--- src/rtl/inst_encoder.sv ---
// Instruction encoder: turns mnemonic commands into 32-bit MIPS-style words and
// writes them into instruction memory at an auto-incrementing word pointer.
module inst_encoder (
  input  logic        clk,
  input  logic        rst_n,
  input  logic        in_valid,
  output logic        in_ready,
  input  logic [4:0]  in_code,
  input  logic [4:0]  in_rs,
  input  logic [4:0]  in_rt,
  input  logic [4:0]  in_rd,
  input  logic [4:0]  in_shamt,
  input  logic [15:0] in_imm,
  input  logic [25:0] in_target,
  input  logic        addr_load,
  input  logic [9:0]  addr_val,
  output logic        im_we,
  output logic [9:0]  im_addr,
  output logic [31:0] im_wdata,
  input  logic        im_stall,
  output logic        err,
  output logic [10:0] word_cnt
);

  localparam logic [0:0] StIdle  = 1'b0;
  localparam logic [0:0] StWrite = 1'b1;

  localparam logic [1:0] KindNop = 2'd0;
  localparam logic [1:0] KindR   = 2'd1;
  localparam logic [1:0] KindI   = 2'd2;
  localparam logic [1:0] KindJ   = 2'd3;

  localparam logic [10:0] CntMax = 11'd1024;

  logic [0:0]  state_q, state_d;
  logic [9:0]  ptr_q, ptr_d;
  logic [10:0] cnt_q, cnt_d;
  logic        err_q, err_d;
  logic [9:0]  addr_q, addr_d;
  logic [31:0] wdata_q, wdata_d;

  logic [1:0]  enc_kind;
  logic [5:0]  enc_op;
  logic [5:0]  enc_funct;
  logic        enc_legal;
  logic [31:0] enc_word;

  // Mnemonic decode: instruction format, opcode and funct.
  always_comb begin
    enc_kind  = KindNop;
    enc_op    = 6'b000000;
    enc_funct = 6'b000000;
    enc_legal = 1'b1;
    case (in_code)
      5'd0:  enc_kind = KindNop;
      5'd1:  begin enc_kind = KindR; enc_funct = 6'b100000; end
      5'd2:  begin enc_kind = KindR; enc_funct = 6'b100010; end
      5'd3:  begin enc_kind = KindR; enc_funct = 6'b100011; end
      5'd4:  begin enc_kind = KindR; enc_funct = 6'b100100; end
      5'd5:  begin enc_kind = KindR; enc_funct = 6'b100101; end
      5'd6:  begin enc_kind = KindR; enc_funct = 6'b100110; end
      5'd7:  begin enc_kind = KindR; enc_funct = 6'b100111; end
      5'd8:  begin enc_kind = KindR; enc_funct = 6'b101010; end
      5'd9:  begin enc_kind = KindR; enc_funct = 6'b101011; end
      5'd10: begin enc_kind = KindR; enc_funct = 6'b000000; end
      5'd11: begin enc_kind = KindR; enc_funct = 6'b000010; end
      5'd12: begin enc_kind = KindR; enc_funct = 6'b000011; end
      5'd13: begin enc_kind = KindR; enc_funct = 6'b001000; end
      5'd14: begin enc_kind = KindR; enc_funct = 6'b001001; end
      5'd15: begin enc_kind = KindI; enc_op = 6'b001000; end
      5'd16: begin enc_kind = KindI; enc_op = 6'b001001; end
      5'd17: begin enc_kind = KindI; enc_op = 6'b001010; end
      5'd18: begin enc_kind = KindI; enc_op = 6'b001011; end
      5'd19: begin enc_kind = KindI; enc_op = 6'b001100; end
      5'd20: begin enc_kind = KindI; enc_op = 6'b001101; end
      5'd21: begin enc_kind = KindI; enc_op = 6'b001110; end
      5'd22: begin enc_kind = KindI; enc_op = 6'b001111; end
      5'd23: begin enc_kind = KindI; enc_op = 6'b100011; end
      5'd24: begin enc_kind = KindI; enc_op = 6'b101011; end
      5'd25: begin enc_kind = KindI; enc_op = 6'b000100; end
      5'd26: begin enc_kind = KindI; enc_op = 6'b000101; end
      5'd27: begin enc_kind = KindJ; enc_op = 6'b000010; end
      5'd28: begin enc_kind = KindJ; enc_op = 6'b000011; end
      default: enc_legal = 1'b0;
    endcase
  end

  logic is_shift, is_jr, is_jalr, is_lui;
  assign is_shift = (in_code == 5'd10) || (in_code == 5'd11) || (in_code == 5'd12);
  assign is_jr    = (in_code == 5'd13);
  assign is_jalr  = (in_code == 5'd14);
  assign is_lui   = (in_code == 5'd22);

  // Word assembly; unused fields are zeroed so the encoding is canonical.
  always_comb begin
    enc_word = 32'h0000_0000;
    case (enc_kind)
      KindR: enc_word = {6'b000000,
                         is_shift ? 5'd0 : in_rs,
                         (is_jr || is_jalr) ? 5'd0 : in_rt,
                         is_jr ? 5'd0 : in_rd,
                         is_shift ? in_shamt : 5'd0,
                         enc_funct};
      KindI: enc_word = {enc_op, is_lui ? 5'd0 : in_rs, in_rt, in_imm};
      KindJ: enc_word = {enc_op, in_target};
      default: enc_word = 32'h0000_0000;
    endcase
  end

  always_comb begin
    state_d = state_q;
    ptr_d   = ptr_q;
    cnt_d   = cnt_q;
    err_d   = err_q;
    addr_d  = addr_q;
    wdata_d = wdata_q;
    if (state_q == StIdle) begin
      if (addr_load) ptr_d = addr_val;
      if (in_valid) begin
        if (enc_legal) begin
          // A same-cycle pointer load takes effect before the accepted write.
          addr_d  = addr_load ? addr_val : ptr_q;
          wdata_d = enc_word;
          state_d = StWrite;
        end else begin
          err_d = 1'b1;
        end
      end
    end else begin
      if (!im_stall) begin
        ptr_d   = ptr_q + 10'd1;
        cnt_d   = (cnt_q == CntMax) ? cnt_q : cnt_q + 11'd1;
        state_d = StIdle;
      end
    end
  end

  always_ff @(posedge clk or negedge rst_n) begin
    if (!rst_n) begin
      state_q <= StIdle;
      ptr_q   <= 10'd0;
      cnt_q   <= 11'd0;
      err_q   <= 1'b0;
      addr_q  <= 10'd0;
      wdata_q <= 32'h0000_0000;
    end else begin
      state_q <= state_d;
      ptr_q   <= ptr_d;
      cnt_q   <= cnt_d;
      err_q   <= err_d;
      addr_q  <= addr_d;
      wdata_q <= wdata_d;
    end
  end

  assign in_ready = (state_q == StIdle);
  assign im_we    = (state_q == StWrite);
  assign im_addr  = addr_q;
  assign im_wdata = wdata_q;
  assign err      = err_q;
  assign word_cnt = cnt_q;

endmodule

--- config.mk ---
export PLATFORM = sky130hd
export DESIGN_NAME = inst_encoder
export DESIGN_NICKNAME = d
export VERILOG_FILES = /design/src/rtl/inst_encoder.sv
export SDC_FILE = /design/constraint.sdc
export NUM_CORES = 1
export LEC_CHECK = 0
export CORE_UTILIZATION = 35
export DETAILED_ROUTE_END_ITERATION = 10
export PLACE_DENSITY = 0.67
export SYNTH_ARGS = -nofsm -noshare
export SYNTH_HDL_FRONTEND = slang
export SYNTH_SLANG_ARGS = --single-unit
--- constraint.sdc ---
create_clock -name clk -period 1.9 [get_ports clk]
set_clock_uncertainty 0.2 [all_clocks]
set_input_delay 0.38 -clock clk [delete_from_list [all_inputs] [get_ports clk]]
set_output_delay 0.38 -clock clk [all_outputs]
set_load 0.01 [all_outputs]
# Word-level counts from Yosys, hierarchy flattened
# Cells that the tools add are included.
totals:
  reg_bits: 65
  latchBits: 0
  ramBits: 0
  rom_bits: 0
  wordCells: 73
  memories: 0
op_classes:
  add_sub_neg: 2
  mul: 0
  div_mod_pow: 0
  magnitude_cmp: 0
  n_eq_ne: 33
  shifts: 0
  muxes: 17
  bitwise_logic: 4
  n_reduce_logical: 11
ops:
  columns: ["cell", "count"]
  rows:
  - ["$pmux W32 S3", 1]
  - ["$pmux W6 S14", 1]
  - ["$pmux W6 S13", 1]
  - ["$eq A5 B5 Y1 const B", 13]
  - ["$eq A5 B4 Y1 const B", 8]
  - ["$mux W10", 3]
  - ["$reduce_or A29 Y1", 1]
  - ["$mux W5", 5]
  - ["$eq A5 B3 Y1 const B", 4]
  - ["$reduce_or A14 Y1", 1]
  - ["$reduce_or A12 Y1", 1]
  - ["$add A11 B1 Y11 const B", 1]
  - ["$eq A11 B11 Y1 const B", 1]
  - ["$add A10 B1 Y10 const B", 1]
  - ["$eq A5 B2 Y1 const B", 2]
  - ["$reduce_and A3 Y1", 3]
  - ["$pmux W2 S3", 1]
  - ["$eq A5 B1 Y1 const B", 1]
  - ["$logic_not A5 Y1", 1]
  - ["$mux W1", 5]
  - ["$eq A2 B2 Y1 const B", 2]
  - ["$not A1 Y1", 4]
  - ["$logic_or A1 B1 Y1", 3]
  - ["$eq A2 B1 Y1 const B", 1]
  - ["other kinds (2)", 2]

# Depth between registers and ports, before layout
logic_depth:
  ltp_word: 6
  mapped_depth: 8

# Least setup slack after synthesis
# Ideal clock, no wire load.
synth_timing:
  path_kind: "input -> register"
  startpoint: "input port in_code[0]"
  endpoint: "register wdata_q[16] (netlist: im_wdata[16])"
  setup_ns: 0.126
  arrival_time_ns: 1.564
  setup_slack_ns: 0.010
  stages: 7
  n_path_buf: 3
  path_cell_list: "buf_4 or2_4 nand4_2 nand3_1 buf_2 buf_6 a221o_1"
synth_between:
  elab_chain_len: 5
synth_rtl:
  columns: ["element", "line_no", "source"]
  rows:
  - ["from (decl)", "8", "input logic [4:0] in_code,"]
  - ["$eq A5 B4 Y1 (tied with other cells)", "54, 90", null]
  - ["$reduce_or A14 Y1 (no line) (tied with other cells)", null, null]
  - ["$pmux W2 S3", "54", "case (in_code)"]
  - ["$eq A2 B2 Y1 / $eq A2 B1 Y1 (equally long branches)", "97", "case (enc_kind)"]
  - ["$pmux W32 S3", "97", null]
  - ["to (signal assigned)", "152", "wdata_q <= wdata_d;"]
  - ["to (decl)", "40", "logic [31:0] wdata_q, wdata_d;"]
# Several ways; a longest one is shown, not always the timed one.
# A chain may end at the register's enable or synchronous reset.

# Final worst setup path
layout_timing:
  startpoint: "input port in_code[1]"
  endpoint: "register wdata_q[24] (netlist: im_wdata[24])"
layout_between:
  elab_chain_len: 5
layout_rtl:
  columns: ["element", "line_no"]
  rows:
  - ["$eq A5 B4 Y1 (tied with other cells)", "54"]
  - ["$reduce_or A14 Y1 (no line) (tied with other cells)", null]
  - ["$pmux W2 S3 / $logic_or A1 B1 Y1 (equally long branches)", "54, 89"]
  - ["$eq A2 B2 Y1 (tied with other cells)", "97"]
  - ["$pmux W32 S3", "97"]
# Several ways; a longest one is shown, not always the timed one.

==> flow_summary.toml <==
[outcome]
status = "completed"

[clock_network]
h-tree-depth = 3
cts.sinks = 64
cts_root_buffer = "clkbuf_8"
cts_tree = "yes"
numCtsBuffers = 9
clock_latency_ns = 0.35
clk_path_buf_depth = 2
clk_pin_slew_ns = 0.07

[power_and_ir_drop]
p_leak_nw = 2.59
p_total_mw = 4.90
ir_worst_vdd_uv = 341
p_per_area_mw_per_mm2 = 851

[flow_run]
maxCapViolations = 0

[final_layout]
utilization = 0.611
antenna_cells = 0
areaGrowthSynthToFinish_pct = 65.9
seq_area_mm2 = 0.00160
multi_input_area_mm2 = 0.00183
fillers = 813
drive_gt1_frac = 0.204
nets = 636

[routing]
viasPerCell = 5.18
drc = 0
final_antenna_net_count = 0
dr.pass1.iters = 6
drtIter0Drc = 137
via_count = 3540
wire_per_inst_um = 15.5
wirelength_mm = 10.6

[die]
die-area_mm2 = 0.0103
io_pins = 138
die_w_um = 102
placementRows = 35
start_util = 0.369
core_mm2 = 0.00942
die_y_um = 102

[placed_design]
port_buffers = 136
gp_congestion = 0.800
dp_hpwl_mm = 7.63

[yosys]
synth_common_cells = "64 x dfrtp_1, 54 x nand2_1, 24 x nor2_1"
syn_area_mm2 = 0.00347
async_reset_ff_frac = 1.00
synth_most_common_cell = "dfrtp_1"
syn_area_per_cell_um2 = 9.53
ys_seq_elements = 64
yosys.cell_types.count = 54
yosysSeqAreaShare = 0.462
synth_edf_count = 0
yosysTopAreaCell = "dfrtp_1"
syn_nets = 449
synth_top_area_frac = 0.462
netlist_top_cells_area = "dfrtp_1 46%, nand2_1 5.8%, a222oi_1 3.5%"
synth_warnings = 0
synthesis.instances = 364
synthFlopType = "dfrtp_1"

[sta]
finalSetupTns_ns = 0
setup_viol = 0
hold_viol = 0
fin_crit_sh = 0.978
min_period_ns = 1.86
drv_slew = 0
whs_ns = 0.281
fmax_mhz = 538

[critical_path]
start_kind = "primary input"
crit_type = "in2reg"
critPathArrivalTime_ns = 1.89
critPathMaxFanout = 8
worstPathCellList = "dlygate4sd2_1, buf_4, or2_4, nand4_4, nand3_4, buf_12, and2_0, a221o_1"
cpMaxStageDelayCell = "or2_4"
worst_setup_path_end_kind = "register"
max_stage_delay_ns = 0.28
cp.required_ns = 1.93

[global_route]
grt_pass1_vias = 3467
antenna_found_initial = 0
grt-ovfl-total = 0
grt_pass1_wl_mm = 16.6
grt_max_degree = 65
track_usage = 0.208

[min_path]
hp-class = "reg2reg"
==> metal layers <==
layer	vias to the layer above	share of wire	GRT usage
met5	-	0	0
met4	0	0.020	0.0814
met3	16	0.052	0.0428
met2	122	0.50	0.348
met1	1695	0.43	0.265
li1	1707	-	-
==> logic make-up (layout without fill, tap and decap cells) <==
| logic type | after synthesis | after routing | share of synthesized area |
|---|---|---|---|
| buf+inv | 31 | 222 | 0.0490 |
| flops | 64 | 64 | 0.462 |
| mux | 12 | 12 | 0.0346 |
| other cells | 1 | 1 | 0.00108 |
| fa+ha+maj | 3 | 3 | 0.0108 |
| xor+xnor | 14 | 14 | 0.0353 |
| simple gates | 137 | 137 | 0.193 |
| compound gates | 102 | 102 | 0.215 |
==> report_power, final <==
part | internal [mW] | switching [mW]
Combinational | 1.10 | 0.839
Clock | 0.460 | 0.552
Sequential | 1.70 | 0.246
==> stage by stage <==
stage	cell area (um^2)	std cells	worst slack, ns
2_1_floorplan	3470	364	0.00967
3_3_place_gp	5290	655	-0.599
3_5_place_dp	5290	655	-0.728
4_1_cts	5590	679	-0.0177
5_1_grt	5760	684	-0.0163
6_report	5760	684	0.0414
==> state kept, by name, summed over array words and instances (netlist names) <==
| signal | count |
|---|---|
| ptr_q | 10 |
| im_wdata | 31 |
| err | 1 |
| im_addr | 10 |
| im_we | 1 |
| word_cnt | 11 |
==> cells in the final DEF, fill, tap and decap left out, types with 3 or more instances in the layout <==
cell type        Yosys  layout
clkbuf_8             0       9
ha_1                 3       3
or2_4                1       3
nand3_1              7       6
buf_12               0       6
inv_1                4       4
mux2i_1             12      12
nand4_1              5       5
a21oi_1             11      10
clkinv_2             0       3
o21ai_2              0       3
xnor2_1              8       8
and2_0               5       5
o221a_2              3       3
nor2b_1              6       5
nor3_1               5       3
a222oi_1            12      12
clkdlybuf4s50_1      0     114
buf_4                2      52
o21ai_1             18      15
xor2_1               6       6
dlygate4sd2_1        0       8
o21ai_0             22      22
and2_1               7       6
buf_6                4       6
nor2_1              24      23
dlymetal6s2s_1       0      12
nand2_1             54      53
a211oi_1             5       3
and3_1               6       5
dfrtp_1             64      62
nand2b_1             4       4
a221oi_1             3       3
a221o_1             10      10
==> critical path: cells and delay by family <==
family | cells | cell delay [ns]
AO/OA/AOI/OAI | 1 | 0.25
buffers and inverters | 3 | 0.60
AND/OR/NAND/NOR | 4 | 0.66
==> final cells by class <==
cell class                      instances  share of cell area
Clock buffer                           11              0.0228
Clock inverter                          4             0.00391
Inverter                                5             0.00457
Multi-Input combinational cell        269               0.317
Sequential cell                        64               0.279
Tap cell                              129              0.0280
Timing Repair Buffer                  202               0.345
==> path summary, 6_finish.rpt <==
path / startpoint / to / slack [ns] / cells past startpoint
worst max-delay path: in_code[1] / im_wdata[24]$_DFFE_PN0P_ / 0.04 / 8
worst min-delay path: im_addr[9]$_DFFE_PN0P_ / im_addr[9]$_DFFE_PN0P_ / 0.28 / 2
worst max register to register: im_we$_DFF_PN0_ / im_wdata[22]$_DFFE_PN0P_ / 0.10 / 6
worst min register to register: im_addr[9]$_DFFE_PN0P_ / im_addr[9]$_DFFE_PN0P_ / 0.28 / 2
max in group asynchronous: rst_n / im_we$_DFF_PN0_ / 0.81 / 3
min in group asynchronous: rst_n / word_cnt[6]$_DFFE_PN0P_ / 0.40 / 3
==> what timing repair did <==
action | 4_1_cts | 5_1_grt
setup endpoints to repair | 51 | 48
pin swaps | 6 | 10
endpoints found under the hold margin | 64 | 0
setup buffers | 9 | 4
hold buffers | 1 | 0
cloned | 0 | 1
resized for setup | 30 | 32
No activity file was read; power rests on OpenSTA's default activity.
